### src/rtl/round_sat_pipe_pkg.sv
// round_sat_pipe_pkg
// Shared definitions for the round/saturate pipeline: the rounding-mode
// encoding carried with each beat and the width of the optional
// saturation-event counter.
// Optional feature macro used by the top: ROUND_SAT_CNT_EN.
package round_sat_pipe_pkg;

    // Rounding-mode encoding. Code 11 behaves exactly like RND_HALF_AWAY.
    typedef enum logic [1:0] {
        RND_FLOOR         = 2'b00,
        RND_HALF_AWAY     = 2'b01,
        RND_HALF_EVEN     = 2'b10,
        RND_HALF_AWAY_ALT = 2'b11
    } rnd_mode_t;

    localparam int SAT_CNT_W = 16;

endpackage

### src/rtl/round_sat_lane.sv
// round_sat_lane
// Single-lane combinational datapath, split into two independent halves so
// the top can place a pipeline register between them:
//   round half    : i_x, i_mode -> o_rnd (value >> FRAC_W after rounding,
//                   kept at full IN_W+1-FRAC_W width so nothing is lost)
//   saturate half : i_rnd -> o_y (clamped to OUT_W signed), o_sat (clamped)
// Ports:
//   i_x    [IN_W-1:0]        signed input sample
//   i_mode [1:0]             rounding mode (rnd_mode_t encoding)
//   o_rnd  [IN_W-FRAC_W:0]   rounded value, signed
//   i_rnd  [IN_W-FRAC_W:0]   rounded value to saturate (registered upstream)
//   o_y    [OUT_W-1:0]       saturated output
//   o_sat                    1 when o_y was clamped
module round_sat_lane
    import round_sat_pipe_pkg::*;
#(
    parameter int IN_W   = 32,
    parameter int FRAC_W = 8,
    parameter int OUT_W  = 16
) (
    input  logic [IN_W-1:0]     i_x,
    input  logic [1:0]          i_mode,
    output logic [IN_W-FRAC_W:0] o_rnd,
    input  logic [IN_W-FRAC_W:0] i_rnd,
    output logic [OUT_W-1:0]    o_y,
    output logic                o_sat
);

    localparam int RND_W = IN_W + 1 - FRAC_W;

    // ---------------- rounding ----------------
    // One extra bit of headroom so adding the rounding constant to the
    // most positive input cannot wrap.
    logic [IN_W:0] w_ext;
    logic [IN_W:0] w_sum;

    assign w_ext = {i_x[IN_W-1], i_x};

    generate
        if (FRAC_W == 0) begin : g_nofrac
            logic w_unused_mode;
            assign w_unused_mode = ^i_mode;
            assign w_sum = w_ext;
        end else begin : g_frac
            localparam logic [IN_W:0] ONE     = {{IN_W{1'b0}}, 1'b1};
            localparam logic [IN_W:0] HALF    = ONE << (FRAC_W - 1);
            localparam logic [IN_W:0] HALF_M1 = HALF - ONE;

            logic [IN_W:0] w_addend;

            always_comb begin
                w_addend = '0;
                case (i_mode)
                    RND_FLOOR:     w_addend = '0;
                    // Adding just under one half then flooring rounds an
                    // exact half up only when the retained LSB is odd.
                    RND_HALF_EVEN: w_addend = HALF_M1 + {{IN_W{1'b0}}, i_x[FRAC_W]};
                    // Negative values use half-1 so an exact half floors
                    // further from zero, mirroring the positive side.
                    default:       w_addend = i_x[IN_W-1] ? HALF_M1 : HALF;
                endcase
            end

            assign w_sum = w_ext + w_addend;
        end
    endgenerate

    // Arithmetic shift right by FRAC_W followed by truncation to RND_W bits
    // is simply the upper slice of the sum.
    assign o_rnd = w_sum[IN_W:FRAC_W];

    // ---------------- saturation ----------------
    // The value fits in OUT_W bits iff every bit from the OUT_W-1 position
    // upward equals the sign bit.
    logic [RND_W-OUT_W:0] w_top;
    logic                 w_fits;

    assign w_top  = i_rnd[RND_W-1:OUT_W-1];
    assign w_fits = (&w_top) | ~(|w_top);

    always_comb begin
        o_y   = i_rnd[OUT_W-1:0];
        o_sat = 1'b0;
        if (!w_fits) begin
            o_sat = 1'b1;
            if (i_rnd[RND_W-1]) begin
                o_y = {1'b1, {(OUT_W-1){1'b0}}};
            end else begin
                o_y = {1'b0, {(OUT_W-1){1'b1}}};
            end
        end
    end

endmodule

### src/rtl/round_sat_pipe.sv
// round_sat_pipe
// Multi-lane round-then-saturate pipeline with valid/ready handshakes on
// both sides. Stage S1 holds the rounded (mode already applied) lanes,
// stage S2 holds the saturated output. Latency is two cycles; throughput is
// one beat per cycle while out_ready is high. Bubbles collapse: an empty
// stage always accepts from upstream.
// Ports:
//   clk, rst_n            clock, asynchronous active-low reset
//   in_valid/in_ready     input handshake (in_ready depends on out_ready)
//   in_data [LANES*IN_W]  lane k at [k*IN_W +: IN_W]
//   in_mode [2]           rounding mode, travels with the beat
//   out_valid/out_ready   output handshake
//   out_data [LANES*OUT_W], out_sat [LANES]   result lanes and clamp flags
// Optional (macro ROUND_SAT_CNT_EN):
//   sat_clr  in   synchronous clear of sat_cnt (wins over increment)
//   sat_cnt  out  16-bit saturating count of transferred beats with any
//                 out_sat bit set
module round_sat_pipe
    import round_sat_pipe_pkg::*;
#(
    parameter int IN_W   = 32,
    parameter int FRAC_W = 8,
    parameter int OUT_W  = 16,
    parameter int LANES  = 8
) (
    input  logic                   clk,
    input  logic                   rst_n,
    input  logic                   in_valid,
    output logic                   in_ready,
    input  logic [LANES*IN_W-1:0]  in_data,
    input  logic [1:0]             in_mode,
    output logic                   out_valid,
    input  logic                   out_ready,
    output logic [LANES*OUT_W-1:0] out_data,
    output logic [LANES-1:0]       out_sat
`ifdef ROUND_SAT_CNT_EN
    ,
    input  logic                   sat_clr,
    output logic [SAT_CNT_W-1:0]   sat_cnt
`endif
);

    localparam int RND_W = IN_W + 1 - FRAC_W;

    logic                   r_s1_valid;
    logic [LANES*RND_W-1:0] r_s1_rnd;
    logic                   r_s2_valid;
    logic [LANES*OUT_W-1:0] r_s2_data;
    logic [LANES-1:0]       r_s2_sat;

    logic [LANES*RND_W-1:0] w_s1_rnd;
    logic [LANES*OUT_W-1:0] w_s2_data;
    logic [LANES-1:0]       w_s2_sat;
    logic                   w_s1_adv;
    logic                   w_s2_adv;

    // A stage advances when it is empty or its content leaves this cycle.
    assign w_s2_adv = !r_s2_valid || out_ready;
    assign w_s1_adv = !r_s1_valid || w_s2_adv;

    assign in_ready  = w_s1_adv;
    assign out_valid = r_s2_valid;
    assign out_data  = r_s2_data;
    assign out_sat   = r_s2_sat;

    genvar gi;
    generate
        for (gi = 0; gi < LANES; gi++) begin : g_lane
            round_sat_lane #(
                .IN_W   (IN_W),
                .FRAC_W (FRAC_W),
                .OUT_W  (OUT_W)
            ) u_lane (
                .i_x    (in_data[gi*IN_W +: IN_W]),
                .i_mode (in_mode),
                .o_rnd  (w_s1_rnd[gi*RND_W +: RND_W]),
                .i_rnd  (r_s1_rnd[gi*RND_W +: RND_W]),
                .o_y    (w_s2_data[gi*OUT_W +: OUT_W]),
                .o_sat  (w_s2_sat[gi])
            );
        end
    endgenerate

    // Stage S1: rounded lanes.
    always_ff @(posedge clk or negedge rst_n) begin
        if (!rst_n) begin
            r_s1_valid <= 1'b0;
            r_s1_rnd   <= '0;
        end else if (w_s1_adv) begin
            r_s1_valid <= in_valid;
            if (in_valid) begin
                r_s1_rnd <= w_s1_rnd;
            end
        end
    end

    // Stage S2: saturated output; held untouched while stalled.
    always_ff @(posedge clk or negedge rst_n) begin
        if (!rst_n) begin
            r_s2_valid <= 1'b0;
            r_s2_data  <= '0;
            r_s2_sat   <= '0;
        end else if (w_s2_adv) begin
            r_s2_valid <= r_s1_valid;
            if (r_s1_valid) begin
                r_s2_data <= w_s2_data;
                r_s2_sat  <= w_s2_sat;
            end
        end
    end

`ifdef ROUND_SAT_CNT_EN
    logic [SAT_CNT_W-1:0] r_sat_cnt;

    always_ff @(posedge clk or negedge rst_n) begin
        if (!rst_n) begin
            r_sat_cnt <= '0;
        end else if (sat_clr) begin
            r_sat_cnt <= '0;
        end else if (r_s2_valid && out_ready && (|r_s2_sat) && !(&r_sat_cnt)) begin
            r_sat_cnt <= r_sat_cnt + 1'b1;
        end
    end

    assign sat_cnt = r_sat_cnt;
`endif

endmodule

### config.mk
export PLATFORM = sky130hd
export DESIGN_NAME = round_sat_pipe
export DESIGN_NICKNAME = d
export VERILOG_FILES = /design/src/rtl/round_sat_pipe_pkg.sv /design/src/rtl/round_sat_lane.sv /design/src/rtl/round_sat_pipe.sv
export SDC_FILE = /design/constraint.sdc
export NUM_CORES = 1
export LEC_CHECK = 0
export BUFFER_PORTS_ARGS = -buffer_cell sky130_fd_sc_hd__buf_2
export CAP_MARGIN = 20
export CORE_MARGIN = 2
export CORE_UTILIZATION = 50
export DETAILED_ROUTE_END_ITERATION = 8
export HOLD_SLACK_MARGIN = 0.08
export PLACE_DENSITY = 0.86
export RECOVER_POWER = 100
export REMOVE_ABC_BUFFERS = 1
export SETUP_SLACK_MARGIN = 0.5
export SLEW_MARGIN = 5
export SYNTH_ARGS = -nofsm -noshare
export SYNTH_HDL_FRONTEND = slang
export SYNTH_SLANG_ARGS = --single-unit
### constraint.sdc
create_clock -name clk -period 2.4 [get_ports clk]
set_input_delay 0.24 -clock clk [delete_from_list [all_inputs] [get_ports clk]]
set_output_delay 0.24 -clock clk [all_outputs]
set_load 0.02 [all_outputs]
Word level (Yosys, flattened, before mapping)
Index checks and enable logic that the tools add are counted.
{ "op_classes": {"n_mux": 40, "n_addsub": 16, "n_eq_ne": 1, "bitwise_logic": 16, "n_reduce_logical": 23} }
{ "op_table": {"columns": ["operator", "n"], "rows": [
  ["33-bit one-hot mux with 2 select lines", 8],
  ["33-bit adder", 8],
  ["16-bit 2-to-1 mux", 16],
  ["10-bit AND reduction", 8],
  ["10-bit OR reduction", 8],
  ["7-bit by 1-bit adder with 8-bit output, first input constant", 8],
  ["8-bit 2-to-1 mux", 8],
  ["1-bit 2-to-1 mux", 8],
  ["1-bit NOT", 8],
  ["1-bit bitwise OR", 8],
  ["2-bit AND reduction", 2],
  ["2-bit == test, second input constant", 1],
  ["1-bit logical NOT", 2],
  ["2-bit logical NOT", 1],
  ["1-bit logical OR", 2]
]} }
{ "word_totals": {"output_inout_bits": 138, "regBits": 338, "input_bits": 262, "wordCells": 101} }

Longest topological paths before layout
{ "depth": {"word_depth": 4, "ltp_mapped": 15, "depth_no_buf": 11} }

Hierarchy
A second synthesis with hierarchy kept.
{ "hier_totals": {"cells_unflattened": 1932, "hier_area_um2": 22690.5} }
{ "by_module_without_submodules": {"columns": ["module", "cells_per_inst", "instances", "area_per_inst_um2", "seq_area_each_um2"], "rows": [
  ["round_sat_pipe", 716, 1, 13581.8, 8458.1],
  ["round_sat_lane", 152, 8, 1138.6, 0.0]
]} }

Worst setup path after synthesis
Ideal clock, no wire load.
{ "synth_path": {"path_kind": "input-to-reg", "startpoint": "in in_mode[0]", "endpoint": "reg r_s1_rnd[32]", "arrival_time_ps": 2878, "slack_ps": -612, "setup_time_ps": 133, "path_stages": 11, "n_path_buf": 2, "t_required_ps": 2267, "path_cell_list": "buf_6 -> or3b_2 -> nand2_1 -> ha_1 -> a21o_1 -> a2111oi_0 -> and2_1 -> clkbuf_1 -> nor2_1 -> xnor2_1 -> o21ai_0"} }
{ "synth_between": {"elab_chain_len": 3, "elab_cells_between_ends": 4, "classes_between": "add/sub (1); eq/ne (1); mux (1); reduce/logical (1)"} }
{ "synth_lines": {"columns": ["element", "line_no", "source"], "rows": [
  ["from (decl)", "round_sat_pipe.sv:31", "input logic [1:0] in_mode,"],
  ["2-bit == test / 2-bit logical NOT (equally long branches)", "round_sat_lane.sv:53", "case (i_mode)"],
  ["33-bit one-hot mux with 2 select lines (*)", "round_sat_lane.sv:53", null],
  ["33-bit adder (*)", "round_sat_lane.sv:64", "assign w_sum = w_ext + w_addend;"],
  ["to (signal assigned)", "round_sat_pipe.sv:92", "r_s1_rnd <= w_s1_rnd;"],
  ["to (decl)", "round_sat_pipe.sv:46", "logic [LANES*RND_W-1:0] r_s1_rnd;"]
]} }
Mark *: on every way between the ends. The rest lies on a longest branch, timed or not.
A chain may end at the register's enable or synchronous reset.

Worst setup path in the final report
{ "layout_path": {"startpoint": "reg r_s1_rnd[142]", "endpoint": "reg r_s2_data[94], in the netlist out_data[94]"} }
{ "layout_between": {"elab_chain_len": 4, "elab_cells_between_ends": 5, "classes_between": "mux (1); bitwise (2); reduce/logical (2)"} }
{ "layout_lines": {"columns": ["element", "line_no", "source"], "rows": [
  ["10-bit OR reduction", "round_sat_lane.sv:79", "assign w_fits = (&w_top) | ~(|w_top);"],
  ["1-bit NOT", "round_sat_lane.sv:79", null],
  ["1-bit bitwise OR (*)", "round_sat_lane.sv:79", null],
  ["16-bit 2-to-1 mux (*)", "round_sat_lane.sv:84", "if (!w_fits) begin"],
  ["to (signal assigned)", "round_sat_pipe.sv:106", "r_s2_data <= w_s2_data;"],
  ["to (decl)", "round_sat_pipe.sv:48", "logic [LANES*OUT_W-1:0] r_s2_data;"]
]} }
Marks and branches as above.

==> flow_summary.yaml <==
grt:
  grt_pass1_vias: 20388
  grt_pass1_wl_mm: 109
  antenna_found_initial: 22
  grt_max_degree: 112
  grt_overflow: 0
  grt_usage: 0.364
drt:
  vias: 20494
  wl_met1_mm: 25.7
  wire_per_inst_microns: 24.1
  ant_nets: 0
  met3_length_mm: 8.19
  highest_layer: "met5"
  first_pass_iters: 8
  detail_route.vias_per_cell: 6.28
  route.met2.wl_mm: 37.3
  drtIter0Drc: 2119
  route.detailed.drc: 0
  totalWireLength_mm: 78.5
sta:
  min_period_ps: 2860
  slew_headroom: -0.284
  skew_ps: 21.7
  layout_setup_ws_ps: -458
  finalSetupViolCount: 13
  max_freq_mhz: 350
  hold_viol_final: 0
  finalCritPeriodShare: 1.19
  slew_viol_final: 71
  rsz0062_at_grt: "yes"
  tightest_slew_ps: 1930
die:
  coreArea_sq_um: 35400
  start_util: 0.506
  row_count: 69
  ioPinCount: 400
  die_y_microns: 193
  die_w_microns: 193
  die_area_sq_um: 37400
setup_path:
  ff2ff_path_depth: 7
  cp.arrival_ps: 3220
  criticalPathCategory: "reg2reg"
  worst-path-max-fanout: 15
  crit_path_end_kind: "flop"
  crit_required_ps: 2770
  cp-start-kind: "flop"
placed_design:
  portBuffers: 399
  gp_congestion: 0.903
  dp_hpwl_mm: 38.7
  pre_cts_slack_ps: -794
  dpl.cell_count: 2909
power_and_ir_drop:
  clock_power_share: 0.346
  seq_power_share: 0.388
  p_per_area_nw_per_um2: 695
  p_leak_nw: 11.9
  p_sw_mw: 6.59
  internal_power_mw: 12.5
  p_comb_frac: 0.267
  switching_share: 0.345
  worst_ir_drop_vdd_mv: 0.599
synthesis:
  yosys_warnings: 0
  synth_top_family_by_area: "simple AND/OR/NAND/NOR gates"
  synthSimpleGateAreaFrac: 0.199
  netlist_area_sq_um: 17900
  synth_top_area_frac: 0.472
  synth_seq_cells: 338
  yosys.area_share.adder: 0.0391
  synth_enable_flop_cells: 0
  synth_cells: 2017
  synth_top_area_cell: "dfrtp_1"
  async_flop_share: 1.00
  muxShareOfSynthArea: 0.00503
  ys_seq_area_frac: 0.472
  synth_cell_types: 65
  syn_avg_cell_area_sq_um: 8.88
  synth-xor-area-share: 0.0865
  synth_compound_area_frac: 0.171
  synth_area_leaders: "dfrtp_1, o21ai_0, nand2_1"
  synth_flop_cell: "dfrtp_1"
clock_tree:
  clk_path_buf_depth: 3
  clockRootBuffer: "clkbuf_16"
  cts.sinks: 338
  cts_buffers: 38
  worstSkewPairLatency_ps: 550
  htree_num_levels: 2
  path_clk_slew_ps: 70
  cts_tree: "yes"
flow_run:
  max_cap_viol_count: 1
worst_hold_path:
  hp-class: "in2reg"
  worstHoldPathCells: 3
layout:
  final_nets: 3076
  syn2layout_area_growth_pct: 53.7
  instances_no_fill: 3261
  drive_gt1_frac: 0.314
  nFillCells: 2046
status:
  status: "finished with violations"
  violations: "capacitance limit, slew limit, setup timing"
[through the flow]
stage	setup TNS, ps	util	hold WS [ps]	power (mW)	instance area [sq um]
floorplan	-1172340	-	-55.6	9.50	17500
global placement	-96850	0.602	256	11.0	21300
detailed placement	-114540	0.602	260	11.3	21300
CTS	0	0.737	85.3	18.3	26100
global route	-3750	0.777	80.6	19.8	27500
finish	-1200	0.778	69.9	19.1	27500
[cells by family after synthesis]
group | after synthesis
compound gates | 551
xor+xnor | 177
simple gates | 759
flops | 338
buf+inv | 128
fa+ha+maj | 56
mux | 8
[repair_timing]
action	in CTS	in global routing
buffers inserted	54	39
hold endpoints to repair	231	0
hold buffers	165	0
gates resized for setup	333	302
pin swaps	197	188
gates cloned	8	0
endpoints found under the setup margin	224	260
[final timing paths]
path | slack (ps) | to | from
max | -460 | out_data[94] | r_s1_rnd[142]
min | 70 | r_s1_rnd[184] | in_data[241]
max reg2reg | -460 | out_data[94] | r_s1_rnd[142]
min reg2reg | 480 | out_data[36] | out_data[36]
max in group asynchronous | 370 | r_s1_rnd[133] | rst_n
min in group asynchronous | 720 | out_data[93] | rst_n
[cells in the final DEF (no fill, tap or decap), types with 41 or more instances in the layout]
master and count:
a21oi_1 126, buf_2 261, buf_4 141, buf_6 72, clkbuf_1 144, clkbuf_16 41
dfrtp_1 337, dlygate4sd3_1 165, nand2_1 387, nand4_1 68, o21ai_0 173, o21ai_1 145
xnor2_1 53, xor2_1 77
[layout make-up]
| cell class | instances | area [sq um] | share of cell area |
|---|---|---|---|
| clock inverters | 18 | 278 | 0.0101 |
| well taps | 461 | 577 | 0.0209 |
| flip-flops and latches | 338 | 8460 | 0.307 |
| inverters | 24 | 90.1 | 0.00327 |
| clock buffers | 48 | 1090 | 0.0397 |
| multi-input cells | 1551 | 11100 | 0.405 |
| diodes | 16 | 40.0 | 0.00145 |
| repair buffers | 805 | 5850 | 0.213 |
[synth_stat cells, types with 3 or more instances]
library cell,n
nor3b_1,5
or4_1,5
xor2_1,91
a211oi_2,3
or3b_2,6
a31oi_1,6
o21ai_0,321
nand4_1,68
o211ai_1,4
nand2b_1,5
o31ai_1,15
clkbuf_1,98
a211oi_1,5
nor2_1,63
nand3_1,65
xnor2_1,86
a2111oi_0,3
or3_1,8
inv_1,24
and4_1,13
a21o_1,14
o21ai_1,11
nor3_1,24
and2_1,11
mux2_2,8
and3_1,28
a21oi_1,145
dfrtp_1,338
o21a_1,5
nor4_1,22
ha_1,56
nand2_1,421
[power by group through the flow]
| stage | registers, mW | logic, mW | clock network, mW |
|---|---|---|---|
| final | 7.41 | 5.10 | 6.61 |
| after global routing | 7.50 | 5.42 | 6.83 |
| after CTS | 7.27 | 4.51 | 6.50 |
| after detailed placement | 7.36 | 3.90 | 0 |
| after global placement | 7.29 | 3.76 | 0 |
| after floorplan | 7.87 | 1.63 | 0 |
[flip-flops by register name, summed over array words and instances, names as in the netlist]
register and count:
out_valid 1, out_data 128, r_s1_valid 1, r_s1_rnd 200, out_sat 8
[critical path: stages (launching register included)]
cell	delay (ps)
dfrtp_2	450
nor4_4	350
nand3_1	160
o31ai_2	100
buf_6	150
clkbuf_1	560
a21oi_1	160
o21ai_0	750
[layer usage]
layer  vias to the layer above  track usage
met5                         -      0.00894
met2                      1607        0.617
met3                       607        0.103
met1                      9689        0.403
met4                        18        0.226
li1                       8573            -
Power figures use the tool's default switching activity.
